**config.mk**
```make
export PLATFORM = sky130hd
export DESIGN_NAME = avmm_rw_arbiter
export DESIGN_NICKNAME = d
export VERILOG_FILES = /design/src/rtl/avmm_arb_pkg.sv /design/src/rtl/avmm_arb_tag_fifo.sv /design/src/rtl/avmm_rw_arbiter.sv
export SDC_FILE = /design/constraint.sdc
export NUM_CORES = 1
export LEC_CHECK = 0
export ABC_AREA = 1
export CAP_MARGIN = 0
export CORE_AREA = 2 2 213 215
export DETAILED_ROUTE_END_ITERATION = 12
export DIE_AREA = 0 0 215 217
export GPL_ROUTABILITY_DRIVEN = 0
export HOLD_SLACK_MARGIN = 0.03
export PLACE_DENSITY = 0.44
export SLEW_MARGIN = 30
export SYNTH_ARGS = -nofsm -noshare
export SYNTH_HDL_FRONTEND = slang
export SYNTH_HIERARCHICAL = 1
export SYNTH_SLANG_ARGS = --single-unit
```
**constraint.sdc**
```tcl
create_clock -name clock -period 7.1 [get_ports clock]
set_input_delay 2.13 -clock clock [delete_from_list [all_inputs] [get_ports clock]]
set_output_delay 2.13 -clock clock [all_outputs]
set_load 0.02 [all_outputs]
```
**src/rtl/avmm_arb_pkg.sv**
```systemverilog
// Shared types and widths for the Avalon-MM read/write arbiter (avmm_rw_arbiter).
// Widths are sized for the largest legal configuration (8 requesters, 16 pending reads).
package avmm_arb_pkg;

    localparam int MAX_NUM_REQ  = 8;
    localparam int MAX_PEND_LIM = 16;
    localparam int ID_W         = $clog2(MAX_NUM_REQ);
    localparam int PEND_W       = $clog2(MAX_PEND_LIM) + 1;

    typedef logic [ID_W-1:0] req_id_t;

    // Round-robin successor of a requester id among n requesters.
    function automatic req_id_t next_id(input req_id_t id, input int n);
        if (int'(id) == n - 1) begin
            return '0;
        end
        return id + 1'b1;
    endfunction

endpackage

```
**src/rtl/avmm_arb_tag_fifo.sv**
```systemverilog
// In-order FIFO of requester ids for outstanding reads; head is the owner of the next return.
// Asynchronous active-low reset empties the queue; stored ids are not cleared.
module avmm_arb_tag_fifo
    import avmm_arb_pkg::*;
#(
    parameter int DEPTH = 4
) (
    input  logic              clock,
    input  logic              resetn,
    input  logic              push,
    input  req_id_t           push_id,
    input  logic              pop,
    output req_id_t           head,
    output logic [PEND_W-1:0] count,
    output logic              full,
    output logic              empty
);

    localparam int PTR_W = $clog2(DEPTH);

    req_id_t           mem [DEPTH];
    logic [PTR_W-1:0]  wr_ptr_reg;
    logic [PTR_W-1:0]  rd_ptr_reg;
    logic [PEND_W-1:0] count_reg;
    logic              do_push;
    logic              do_pop;

    assign full    = (count_reg == PEND_W'(DEPTH));
    assign empty   = (count_reg == '0);
    assign count   = count_reg;
    assign head    = mem[rd_ptr_reg];
    assign do_push = push & ~full;
    assign do_pop  = pop & ~empty;

    always_ff @(posedge clock) begin
        if (do_push) begin
            mem[wr_ptr_reg] <= push_id;
        end
    end

    // DEPTH is a power of two, so the pointers wrap on their own.
    always_ff @(posedge clock or negedge resetn) begin
        if (!resetn) begin
            wr_ptr_reg <= '0;
            rd_ptr_reg <= '0;
            count_reg  <= '0;
        end else begin
            if (do_push) begin
                wr_ptr_reg <= wr_ptr_reg + 1'b1;
            end
            if (do_pop) begin
                rd_ptr_reg <= rd_ptr_reg + 1'b1;
            end
            case ({do_push, do_pop})
                2'b10:   count_reg <= count_reg + 1'b1;
                2'b01:   count_reg <= count_reg - 1'b1;
                default: count_reg <= count_reg;
            endcase
        end
    end

endmodule

```
**src/rtl/avmm_rw_arbiter.sv**
```systemverilog
// Round-robin arbiter sharing one Avalon-MM read/write master among NUM_REQ requesters.
// Optional feature macro AVMM_ARB_LOCK_EN adds req_lock for exclusive ownership.
module avmm_rw_arbiter
    import avmm_arb_pkg::*;
#(
    parameter int NUM_REQ  = 2,
    parameter int ADDR_W   = 64,
    parameter int DATA_W   = 64,
    parameter int MAX_PEND = 4
) (
    input  logic                         clock,
    input  logic                         resetn,
    input  logic [NUM_REQ*ADDR_W-1:0]    req_address,
    input  logic [NUM_REQ*DATA_W/8-1:0]  req_byteenable,
    input  logic [NUM_REQ-1:0]           req_read,
    input  logic [NUM_REQ-1:0]           req_write,
    input  logic [NUM_REQ*DATA_W-1:0]    req_writedata,
`ifdef AVMM_ARB_LOCK_EN
    input  logic [NUM_REQ-1:0]           req_lock,
`endif
    output logic [NUM_REQ-1:0]           req_waitrequest,
    output logic [DATA_W-1:0]            req_readdata,
    output logic [NUM_REQ-1:0]           req_readdatavalid,
    output logic [ADDR_W-1:0]            avm_address,
    output logic [DATA_W/8-1:0]          avm_byteenable,
    output logic                         avm_read,
    output logic                         avm_write,
    output logic [DATA_W-1:0]            avm_writedata,
    input  logic                         avm_waitrequest,
    input  logic [DATA_W-1:0]            avm_readdata,
    input  logic                         avm_readdatavalid
);

    localparam int BE_W = DATA_W / 8;

    req_id_t                rr_ptr_reg;
    req_id_t                grant_id;
    req_id_t                fifo_head;
    logic [NUM_REQ-1:0]     eligible_raw;
    logic [NUM_REQ-1:0]     eligible;
    logic [NUM_REQ-1:0]     grant_oh;
    logic [2*NUM_REQ-1:0]   rotated;
    logic                   grant_found;
    logic                   grant_is_read;
    logic                   accept;
    logic                   read_ok;
    logic                   push;
    logic                   pop;
    logic                   fifo_full;
    logic                   fifo_empty;
    logic [PEND_W-1:0]      pend_cnt;
    logic                   rdv_reg;
    logic [DATA_W-1:0]      rdata_reg;

    assign read_ok = (pend_cnt < PEND_W'(MAX_PEND));

    // Reads win over writes when both are raised; a read blocked by a full tag queue is skipped.
    generate
        for (genvar gi = 0; gi < NUM_REQ; gi++) begin : g_req
            assign eligible_raw[gi]      = req_read[gi] ? read_ok : req_write[gi];
            assign grant_oh[gi]          = grant_found & (grant_id == req_id_t'(gi));
            assign req_readdatavalid[gi] = pop & (fifo_head == req_id_t'(gi));
        end
    endgenerate

`ifdef AVMM_ARB_LOCK_EN
    req_id_t            owner_reg;
    logic               owner_valid_reg;
    logic [NUM_REQ-1:0] owner_oh;
    logic               locked;

    generate
        for (genvar gi = 0; gi < NUM_REQ; gi++) begin : g_owner
            assign owner_oh[gi] = (owner_reg == req_id_t'(gi));
        end
    endgenerate

    // The last accepted requester keeps exclusive grant while it holds its lock, even when idle.
    assign locked   = owner_valid_reg & |(owner_oh & req_lock);
    assign eligible = locked ? (eligible_raw & owner_oh) : eligible_raw;

    always_ff @(posedge clock or negedge resetn) begin
        if (!resetn) begin
            owner_reg       <= '0;
            owner_valid_reg <= 1'b0;
        end else if (accept) begin
            owner_reg       <= grant_id;
            owner_valid_reg <= 1'b1;
        end
    end
`else
    assign eligible = eligible_raw;
`endif

    // Rotate so bit 0 is the requester at rr_ptr, then take the first set bit.
    assign rotated = {eligible, eligible} >> rr_ptr_reg;

    always_comb begin
        int sum;
        grant_found = 1'b0;
        grant_id    = '0;
        sum         = 0;
        for (int k = 0; k < NUM_REQ; k++) begin
            if (!grant_found && rotated[k]) begin
                grant_found = 1'b1;
                sum         = int'(rr_ptr_reg) + k;
                if (sum >= NUM_REQ) begin
                    sum = sum - NUM_REQ;
                end
                grant_id = req_id_t'(sum);
            end
        end
    end

    always_comb begin
        avm_address    = '0;
        avm_byteenable = '0;
        avm_writedata  = '0;
        for (int i = 0; i < NUM_REQ; i++) begin
            if (grant_oh[i]) begin
                avm_address    = req_address[i*ADDR_W +: ADDR_W];
                avm_byteenable = req_byteenable[i*BE_W +: BE_W];
                avm_writedata  = req_writedata[i*DATA_W +: DATA_W];
            end
        end
    end

    assign grant_is_read   = |(grant_oh & req_read);
    assign avm_read        = resetn & grant_found & grant_is_read;
    assign avm_write       = resetn & grant_found & ~grant_is_read;
    assign accept          = resetn & grant_found & ~avm_waitrequest;
    assign req_waitrequest = ~(grant_oh & {NUM_REQ{accept}});
    assign push            = accept & grant_is_read & ~fifo_full;
    assign pop             = rdv_reg & ~fifo_empty;
    assign req_readdata    = rdata_reg;

    always_ff @(posedge clock or negedge resetn) begin
        if (!resetn) begin
            rr_ptr_reg <= '0;
            rdv_reg    <= 1'b0;
            rdata_reg  <= '0;
        end else begin
            if (accept) begin
                rr_ptr_reg <= next_id(grant_id, NUM_REQ);
            end
            rdv_reg <= avm_readdatavalid;
            if (avm_readdatavalid) begin
                rdata_reg <= avm_readdata;
            end
        end
    end

    avmm_arb_tag_fifo #(
        .DEPTH (MAX_PEND)
    ) u_tag_fifo (
        .clock   (clock),
        .resetn  (resetn),
        .push    (push),
        .push_id (grant_id),
        .pop     (pop),
        .head    (fifo_head),
        .count   (pend_cnt),
        .full    (fifo_full),
        .empty   (fifo_empty)
    );

endmodule

```
==> results by group, run 1 <==
STA
  • Actual slew at the worst max-slew pin: 866.2 ps
  • Hold WS: 505.1 ps
  • Final sum of negative setup slack: 0 ps
  • Final worst slack: between 200 and 250 ps
  • Worst-case clock skew: around 7.0 ps
  • Time the final worst path needs with I/O delays and setup: between 6000 and 7000 ps
  • Maximum operating frequency: between 100 and 150 MHz
  • Number of pins exceeding their max-slew limit in the final report: 0
  • Part of the cycle the worst path needs: a little over nine tenths
  • Hold Fails Final Rpt: 0
  • Rel. slew slack: between 40% and 50%
  • RSZ-0062 raised after global routing: false
  • Final setup viols: 0

Synth
  • Leading post-synthesis cells by cell area: sky130_fd_sc_hd__dfrtp_1, sky130_fd_sc_hd__nand2_1, sky130_fd_sc_hd__mux2_2
  • Mapped Nets: roughly 1.1k
  • Proportion of netlist area held by the largest area contributor: 31.48%
  • Summed instance area of the synthesized netlist: roughly 6000 um^2
  • Post-Syn Area per Cell: between 7 and 8 um^2
  • Yosys Warn Count: 6
  • Proportion of synthesized chip area in sequential cells: a little under two fifths
  • Cell variety after synth: 35
  • Number of cells produced by synthesis: 775
  • Yosys reg bits: between 80 and 90
  • Post-synth top area cell: sky130_fd_sc_hd__dfrtp_1

Worst setup path
  • Cell repeated most along the worst path: sky130_fd_sc_hd__nand2_1
  • Worst Path Class, Setup: in2out
  • Worst EP required: 4970 ps
  • Cell at the slowest stage of the critical path: sky130_fd_sc_hd__clkdlybuf4s50_1
  • Max incr delay on CP: ~650 ps
  • Worst setup EP type: output port
  • Worst Path Max Fanout: 36
  • Setup crit start kind: input pin
  • Critical path cell sequence: clkdlybuf4s50_1 -> inv_1 -> nand2_1 -> nand2_1 -> inv_1 -> nand4_1 -> nand2_2 -> inv_2 -> nor3_4 -> buf_12 -> buf_12 -> nand2_1 -> nand2_1 -> clkdlybuf4s50_1
  • Critical Path AT: 4720 ps

Layout
  • Area used by multi-input combinational logic: 3261 um^2
  • Net count of the finished layout: around 1.7k
  • Fraction of final layout cells with drive strength greater than 1: between 10% and 20%
  • Flip-flop count of the largest register after layout: 64
  • Flip-flop and latch area: approximately 2300 um^2
  • Fillers: roughly 5k
  • Post-route non-filler standard cell count: 1,930
  • Layout-stage area growth over the synthesis result: 106.2%

Place
  • Pre-CTS WS: about 200 ps
  • Number of placed instances with taps included: roughly 1.9k
  • Half-perimeter wire length after detailed placement: between 20 and 30 mm
  • Buffers added on ports: about 550

Clock network
  • Maximum root-to-sink buffer count: 2
  • Clock slew at reported path FFs: around 70 ps
  • Number of buffers created by CTS: 9
  • Setup bufs post-CTS: 0
  • Number of sinks driven by the clock tree: between 80 and 90
  • Cell at the root of the clock tree: sky130_fd_sc_hd__clkbuf_16
  • Clock latency on the worst-skew pair: about 350 ps
  • Post-cts resize count: 0
  • Number of buffers inserted by hold repair at cts: 0
  • TritonCTS clock tree: yes
  • Number of levels in the clock H-tree: 3

Global route
  • Largest net degree at the start of global routing: 66
  • Number of global-route vias before repair: 7,196
  • Remaining Overflow, GRT: 0
  • Initial antenna violation count: 11
  • Total track usage: approximately 14%
  • Wire length of the first global-routing pass: roughly 48 mm

Pwr
  • Design Power: 0.001755 W
  • Internal portion of total power: 0.001236 W
  • Sequential group share of total power: 35.9%
  • Leakage power figure: 5.458 nW
  • Net switching share of the total power: between 20% and 30%
  • Clock share of power: ~31%
  • Net switching power of the design: roughly 0.00052 W
  • VDD IR-drop max: approximately 0.00015 V
  • Total power divided by cell area: about 140 nW/um^2
  • Combinational power share: 33.1%

Floorplanning
  • Initial Utilization: a little over an eighth
  • Top Ports: 550
  • Vertical extent of the die: between 200 and 250 um
  • Core outline area: between 40,000 and 50,000 um^2
  • Die Area: 46,660 um^2
  • Horiz. Die Dim: 215 um
  • Total number of placement rows: 78

Hold path
  • Worst Hold Class: reg2reg

Run status
  • Result of the run: finished, final reports clean

Drt
  • Total wirelength of the detailed-routed design: around 34 mm
  • Number of nets with antenna violations after detailed routing: 0
  • Post-route DRC violation count: 0
  • Routed vias/inst: 3.681
  • Number of optimization iterations in the first detailed-route pass: 4
  • Total via count in the routed design: a little over 7k
  • Iter 0 DRT Violations: 295
  • Routed length per placed instance: ~18 um

Job
  • Number of max-capacitance violations reported: 0
## area by class of cell
| class | count | share of cell area, % |
|---|---|---|
| antenna | 10 | 0.1983 |
| clock buffer | 11 | 2.012 |
| clock inverter | 5 | 0.6741 |
| inverter | 36 | 1.071 |
| multi-input combinational | 611 | 25.83 |
| sequential | 89 | 18.12 |
| tap | 600 | 5.948 |
| timing repair buffer | 568 | 46.14 |
## cell usage after synthesis, drive strengths merged
library cell and instances:
buf 31, nor4 1, nand3 19, dfrtp 77, fa 1, nand3b 1, clkbuf 8, nor3 1
mux2 64, inv 36, edfxtp 12, ha 10, xnor2 1, nor4b 1, or2 1, nand2 464
a21oi 3, xor2 1, o21ai 12, o22ai 3, nand4 7, nor2 21
## metrics by stage
stage	util, %	instance area, um^2
2_1_floorplan	-	6121
3_3_place_gp	27.39	12240
3_5_place_dp	27.39	12240
4_1_cts	28.15	12580
5_1_grt	28.23	12620
6_report	28.24	12620
## power by group through the flow
stage	Sequential (W)	Combinational, W	Clock (W)
2_1_floorplan	0.000670	0.000215	0
3_3_place_gp	0.000638	0.000584	0
3_5_place_dp	0.000638	0.000586	0
4_1_cts	0.000631	0.000589	0.000569
5_1_grt	0.000641	0.000638	0.000587
6_report	0.000629	0.000581	0.000545
## path summary, 6_finish.rpt
kind	start	endpoint	slack, ps	cells past startpoint
setup / recovery	req_read[0]	avm_writedata[12]	250	14
hold / removal	req_readdata[47]	req_readdata[47]	510	1
setup reg to reg	rr_ptr_reg[0]	u_tag_fifo/count[4]	3870	18
hold reg to reg	req_readdata[47]	req_readdata[47]	510	1
max in group asynchronous	resetn	req_readdata[20]	4380	2
min in group asynchronous	resetn	req_readdata[11]	1730	1
## kinds of logic (layout without fill, tap and decap cells)
| logic type | Yosys count | in the layout | synth area share [%] |
|---|---|---|---|
| AOI/OAI and AO/OA | 18 | 18 | 1.594 |
| xor gates and xnor gates | 2 | 2 | 0.2862 |
| adders and majority gates | 11 | 11 | 2.371 |
| buffers and inverters | 75 | 620 | 9.464 |
| DFF | 89 | 89 | 37.37 |
| muxes | 64 | 64 | 11.77 |
| other | 0 | 10 | 0 |
| and+or+nand+nor | 516 | 516 | 37.14 |
## worst max-delay path, delay by kind of cell
kind	cells	cell delay [ps]
buf+inv	7	1750
simple gates	7	790
## per-layer routing
| metal | track usage (%) | routed length (um) | up-vias |
|---|---|---|---|
| met5 | 0 | 0 | - |
| met4 | 6.667 | 1152 | 0 |
| met3 | 5.171 | 3244 | 36 |
| met2 | 25.34 | 17750 | 350 |
| met1 | 13.91 | 12090 | 3214 |
| li1 | - | - | 3504 |
## layout by cell type, fill, tap and decap left out, types with 2 or more instances in the layout
cell / instances
sky130_fd_sc_hd__a21oi_1: 3
sky130_fd_sc_hd__buf_12: 16
sky130_fd_sc_hd__buf_4: 12
sky130_fd_sc_hd__bufinv_16: 2
sky130_fd_sc_hd__clkbuf_16: 10
sky130_fd_sc_hd__clkdlybuf4s50_1: 533
sky130_fd_sc_hd__dfrtp_1: 77
sky130_fd_sc_hd__diode_2: 10
sky130_fd_sc_hd__dlymetal6s2s_1: 5
sky130_fd_sc_hd__edfxtp_1: 12
sky130_fd_sc_hd__ha_1: 10
sky130_fd_sc_hd__inv_1: 30
sky130_fd_sc_hd__inv_2: 6
sky130_fd_sc_hd__mux2_2: 64
sky130_fd_sc_hd__nand2_1: 380
sky130_fd_sc_hd__nand2_2: 83
sky130_fd_sc_hd__nand3_1: 17
sky130_fd_sc_hd__nand3_2: 2
sky130_fd_sc_hd__nand4_1: 4
sky130_fd_sc_hd__nand4_2: 2
sky130_fd_sc_hd__nor2_1: 18
sky130_fd_sc_hd__nor2_4: 3
sky130_fd_sc_hd__o21ai_0: 10
sky130_fd_sc_hd__o22ai_1: 3
Note: power is estimated with default switching activity, not from simulation.
==> run 2, diff against run 1 <==
Settings changed: SETUP_SLACK_MARGIN from default to 0.5.
==> run 2 against run 1 <==
Compared with the run above: total power about the same; register-to-register slack barely moved; sequential power about the same; critical path type unchanged; largest cell class unchanged.
==> results by group, run 2 (synthesized netlist as in run 1, its figures left out) <==
Drt
  • Total wirelength of the detailed-routed design: 34.39 mm (was 34.24 mm)
  • Number of optimization iterations in the first detailed-route pass: 6 (was 4)
  • Iter 0 DRT Violations: 290 (was 295)
  • Number of nets with antenna violations after detailed routing: 0 (unchanged)
  • Total via count in the routed design: 7,131 (was 7,104)
  • Routed vias/inst: 3.685 (was 3.681)
  • Routed length per placed instance: 17.77 um (was 17.74 um)
  • Post-route DRC violation count: 0 (unchanged)

Clock network
  • Number of sinks driven by the clock tree: 89 (unchanged)
  • TritonCTS clock tree: yes (unchanged)
  • Number of buffers created by CTS: 9 (unchanged)
  • Number of buffers inserted by hold repair at cts: 0 (unchanged)
  • Clock slew at reported path FFs: 70 ps (about the same)
  • Clock latency on the worst-skew pair: 350 ps (about the same)
  • Maximum root-to-sink buffer count: 2 (unchanged)
  • Cell at the root of the clock tree: sky130_fd_sc_hd__clkbuf_16 (unchanged)
  • Number of levels in the clock H-tree: 3 (unchanged)

Worst setup path
  • Max incr delay on CP: 540 ps (was 650 ps)
  • Worst Path Max Fanout: 36 (unchanged)
  • Cell repeated most along the worst path: sky130_fd_sc_hd__nand2_1 (unchanged)
  • Setup crit start kind: input pin (unchanged)
  • Critical Path AT: 4320 ps (was 4720 ps)
  • Worst Path Buf+Inv: 7 (unchanged)
  • Worst EP required: 4970 ps (about the same)
  • Critical path cell sequence: clkdlybuf4s50_1 -> inv_1 -> nand2_1 -> nand2_1 -> inv_1 -> nand4_1 -> nand2_4 -> inv_2 -> nor3_4 -> buf_12 -> buf_16 -> nand2_1 -> nand2_1 -> clkbuf_2 (was clkdlybuf4s50_1 -> inv_1 -> nand2_1 -> nand2_1 -> inv_1 -> nand4_1 -> nand2_2 -> inv_2 -> nor3_4 -> buf_12 -> buf_12 -> nand2_1 -> nand2_1 -> clkdlybuf4s50_1)
  • Worst Path Class, Setup: in2out (unchanged)
  • Cell at the slowest stage of the critical path: sky130_fd_sc_hd__clkdlybuf4s50_1 (unchanged)
  • Top Family by Delay on Critical Path: buffers and inverters (unchanged)
  • Worst setup EP type: output port (unchanged)

Hold path
  • Worst Hold Class: reg2reg (unchanged)

Layout
  • Most common library cell in the layout ignoring fill and taps: sky130_fd_sc_hd__clkdlybuf4s50_1 (unchanged)
  • Net count of the finished layout: 1,673 (was 1,670)
  • Fraction of final layout cells with drive strength greater than 1: 25.25% (was 15.83%)
  • Post-route non-filler standard cell count: 1,935 (was 1,930)
  • Cell area after layout: 12,110 um^2 (was 12,620 um^2)
  • Most used cells in the layout excluding fill and tap cells: sky130_fd_sc_hd__clkdlybuf4s50_1, sky130_fd_sc_hd__nand2_1, sky130_fd_sc_hd__clkbuf_2 (was sky130_fd_sc_hd__clkdlybuf4s50_1, sky130_fd_sc_hd__nand2_1, sky130_fd_sc_hd__nand2_2)
  • Flip-flop count of the largest register after layout: 64 (unchanged)
  • Layout-stage area growth over the synthesis result: 97.83% (was 106.2%)

Global route
  • Number of global-route vias before repair: 7,189 (was 7,196)
  • Largest net degree at the start of global routing: 66 (unchanged)
  • Initial antenna violation count: 11 (unchanged)
  • Wire length of the first global-routing pass: 47.87 mm (was 47.79 mm)
  • Total track usage: 13.89% (was 13.87%)
  • Remaining Overflow, GRT: 0 (unchanged)

STA
  • Hold Fails Final Rpt: 0 (unchanged)
  • Worst-case clock skew: 7.208 ps (was 6.984 ps)
  • Rel. slew slack: 42.26% (unchanged)
  • Maximum operating frequency: 155.1 MHz (was 145.9 MHz)
  • Time the final worst path needs with I/O delays and setup: 6448 ps (was 6855 ps)
  • Final sum of negative setup slack: 0 ps (unchanged)
  • Actual slew at the worst max-slew pin: 866.2 ps (unchanged)
  • Part of the cycle the worst path needs: 90.82% (was 96.55%)
  • Final setup viols: 0 (unchanged)
  • Hold WS: 505.2 ps (was 505.1 ps)
  • RSZ-0062 raised after global routing: true (was false)
  • Number of pins exceeding their max-slew limit in the final report: 0 (unchanged)

Floorplanning
  • Horiz. Die Dim: 215 um (unchanged)
  • Total number of placement rows: 78 (unchanged)
  • Core outline area: 44,700 um^2 (unchanged)
  • Initial Utilization: 13.69% (unchanged)
  • Die Area: 46,660 um^2 (unchanged)
  • Top Ports: 550 (unchanged)
  • Vertical extent of the die: 217 um (unchanged)

Pwr
  • Total power divided by cell area: 144.9 nW/um^2 (was 139.0 nW/um^2)
  • VDD IR-drop max: 0.0001477 V (was 0.0001478 V)
  • Design Power: 0.001755 W (about the same)
  • Leakage power figure: 5.609 nW (was 5.458 nW)

Place
  • Post-detailed-placement cell area: 12,240 um^2 (unchanged)
  • Number of placed instances with taps included: 1,904 (unchanged)
  • Half-perimeter wire length after detailed placement: 29.12 mm (unchanged)
  • Buffers added on ports: 549 (unchanged)

Job
  • Number of max-capacitance violations reported: 0 (unchanged)

Run status
  • Result of the run: finished, final reports clean (unchanged)
==> run 2: layout make-up <==
| type | instances | area [um^2] |
|---|---|---|
| antenna | 12 | 30.03 |
| clock buffer | 11 | 254.0 |
| clock inverter | 5 | 85.08 |
| fill | 4986 | 32590 |
| inverter | 36 | 135.1 |
| multi-input combinational | 611 | 3278 |
| sequential | 89 | 2287 |
| tap | 600 | 750.7 |
| timing repair buffer | 571 | 5289 |
==> run 2: timing repair <==
item / 4_1_cts / 5_1_grt
buffers inserted: 0 / 3
pin swaps: 0 / 0
hold endpoints to repair: 0 / 0
resized for setup: 133 / 259
setup endpoints to repair: 128 / 134
==> run 2: worst reg2reg max path: stages (launching register included) <==
cell and delay, ps:
sky130_fd_sc_hd__dfrtp_1 440, sky130_fd_sc_hd__ha_1 240, sky130_fd_sc_hd__inv_1 70, sky130_fd_sc_hd__nand2_1 70
sky130_fd_sc_hd__nand2_1 80, sky130_fd_sc_hd__nand2_1 70, sky130_fd_sc_hd__nand2_1 60, sky130_fd_sc_hd__nand2_1 110
sky130_fd_sc_hd__nand4_1 200, sky130_fd_sc_hd__nand4_1 200, sky130_fd_sc_hd__a21oi_1 410, sky130_fd_sc_hd__nand2_4 130
sky130_fd_sc_hd__ha_1 290, sky130_fd_sc_hd__ha_1 320, sky130_fd_sc_hd__or2_1 230, sky130_fd_sc_hd__nand2_1 70
sky130_fd_sc_hd__nand2_1 40, sky130_fd_sc_hd__nand3_1 60, sky130_fd_sc_hd__nand2_1 50
==> run 2: through the flow <==
step | util (%) | setup WS [ps]
6_report | 27.09 | 652.0
4_1_cts | 27.82 | 319.5
3_3_place_gp | 27.39 | 205.1
2_1_floorplan | - | 1621
5_1_grt | 27.07 | 453.1
3_5_place_dp | 27.39 | 204.8
==> run 2: final timing paths <==
path                                  endpoint  slack [ps]  cells past startpoint             start
setup / recovery             avm_writedata[13]         650                     14       req_read[0]
hold / removal                req_readdata[47]         510                      1  req_readdata[47]
setup reg to reg           u_tag_fifo/count[4]        3880                     18     rr_ptr_reg[0]
hold reg to reg               req_readdata[47]         510                      1  req_readdata[47]
max in group asynchronous     req_readdata[20]        4370                      2            resetn
min in group asynchronous     req_readdata[11]        1730                      1            resetn
==> run 2: report_power, final <==
group          internal [W]  switching [W]  total (W)
clock              0.000332       0.000213   0.000545
sequential         0.000573      0.0000559   0.000629
combinational      0.000331       0.000249   0.000580
==> run 2: per-layer routing <==
metal / GRT usage, % / up-vias / share of wire, %
met2: 25.33 / 347 / 51
li1: - / 3511 / -
met5: 0 / - / 0
met4: 6.644 / 0 / 3.7
met1: 13.94 / 3237 / 36
met3: 5.255 / 36 / 9.2
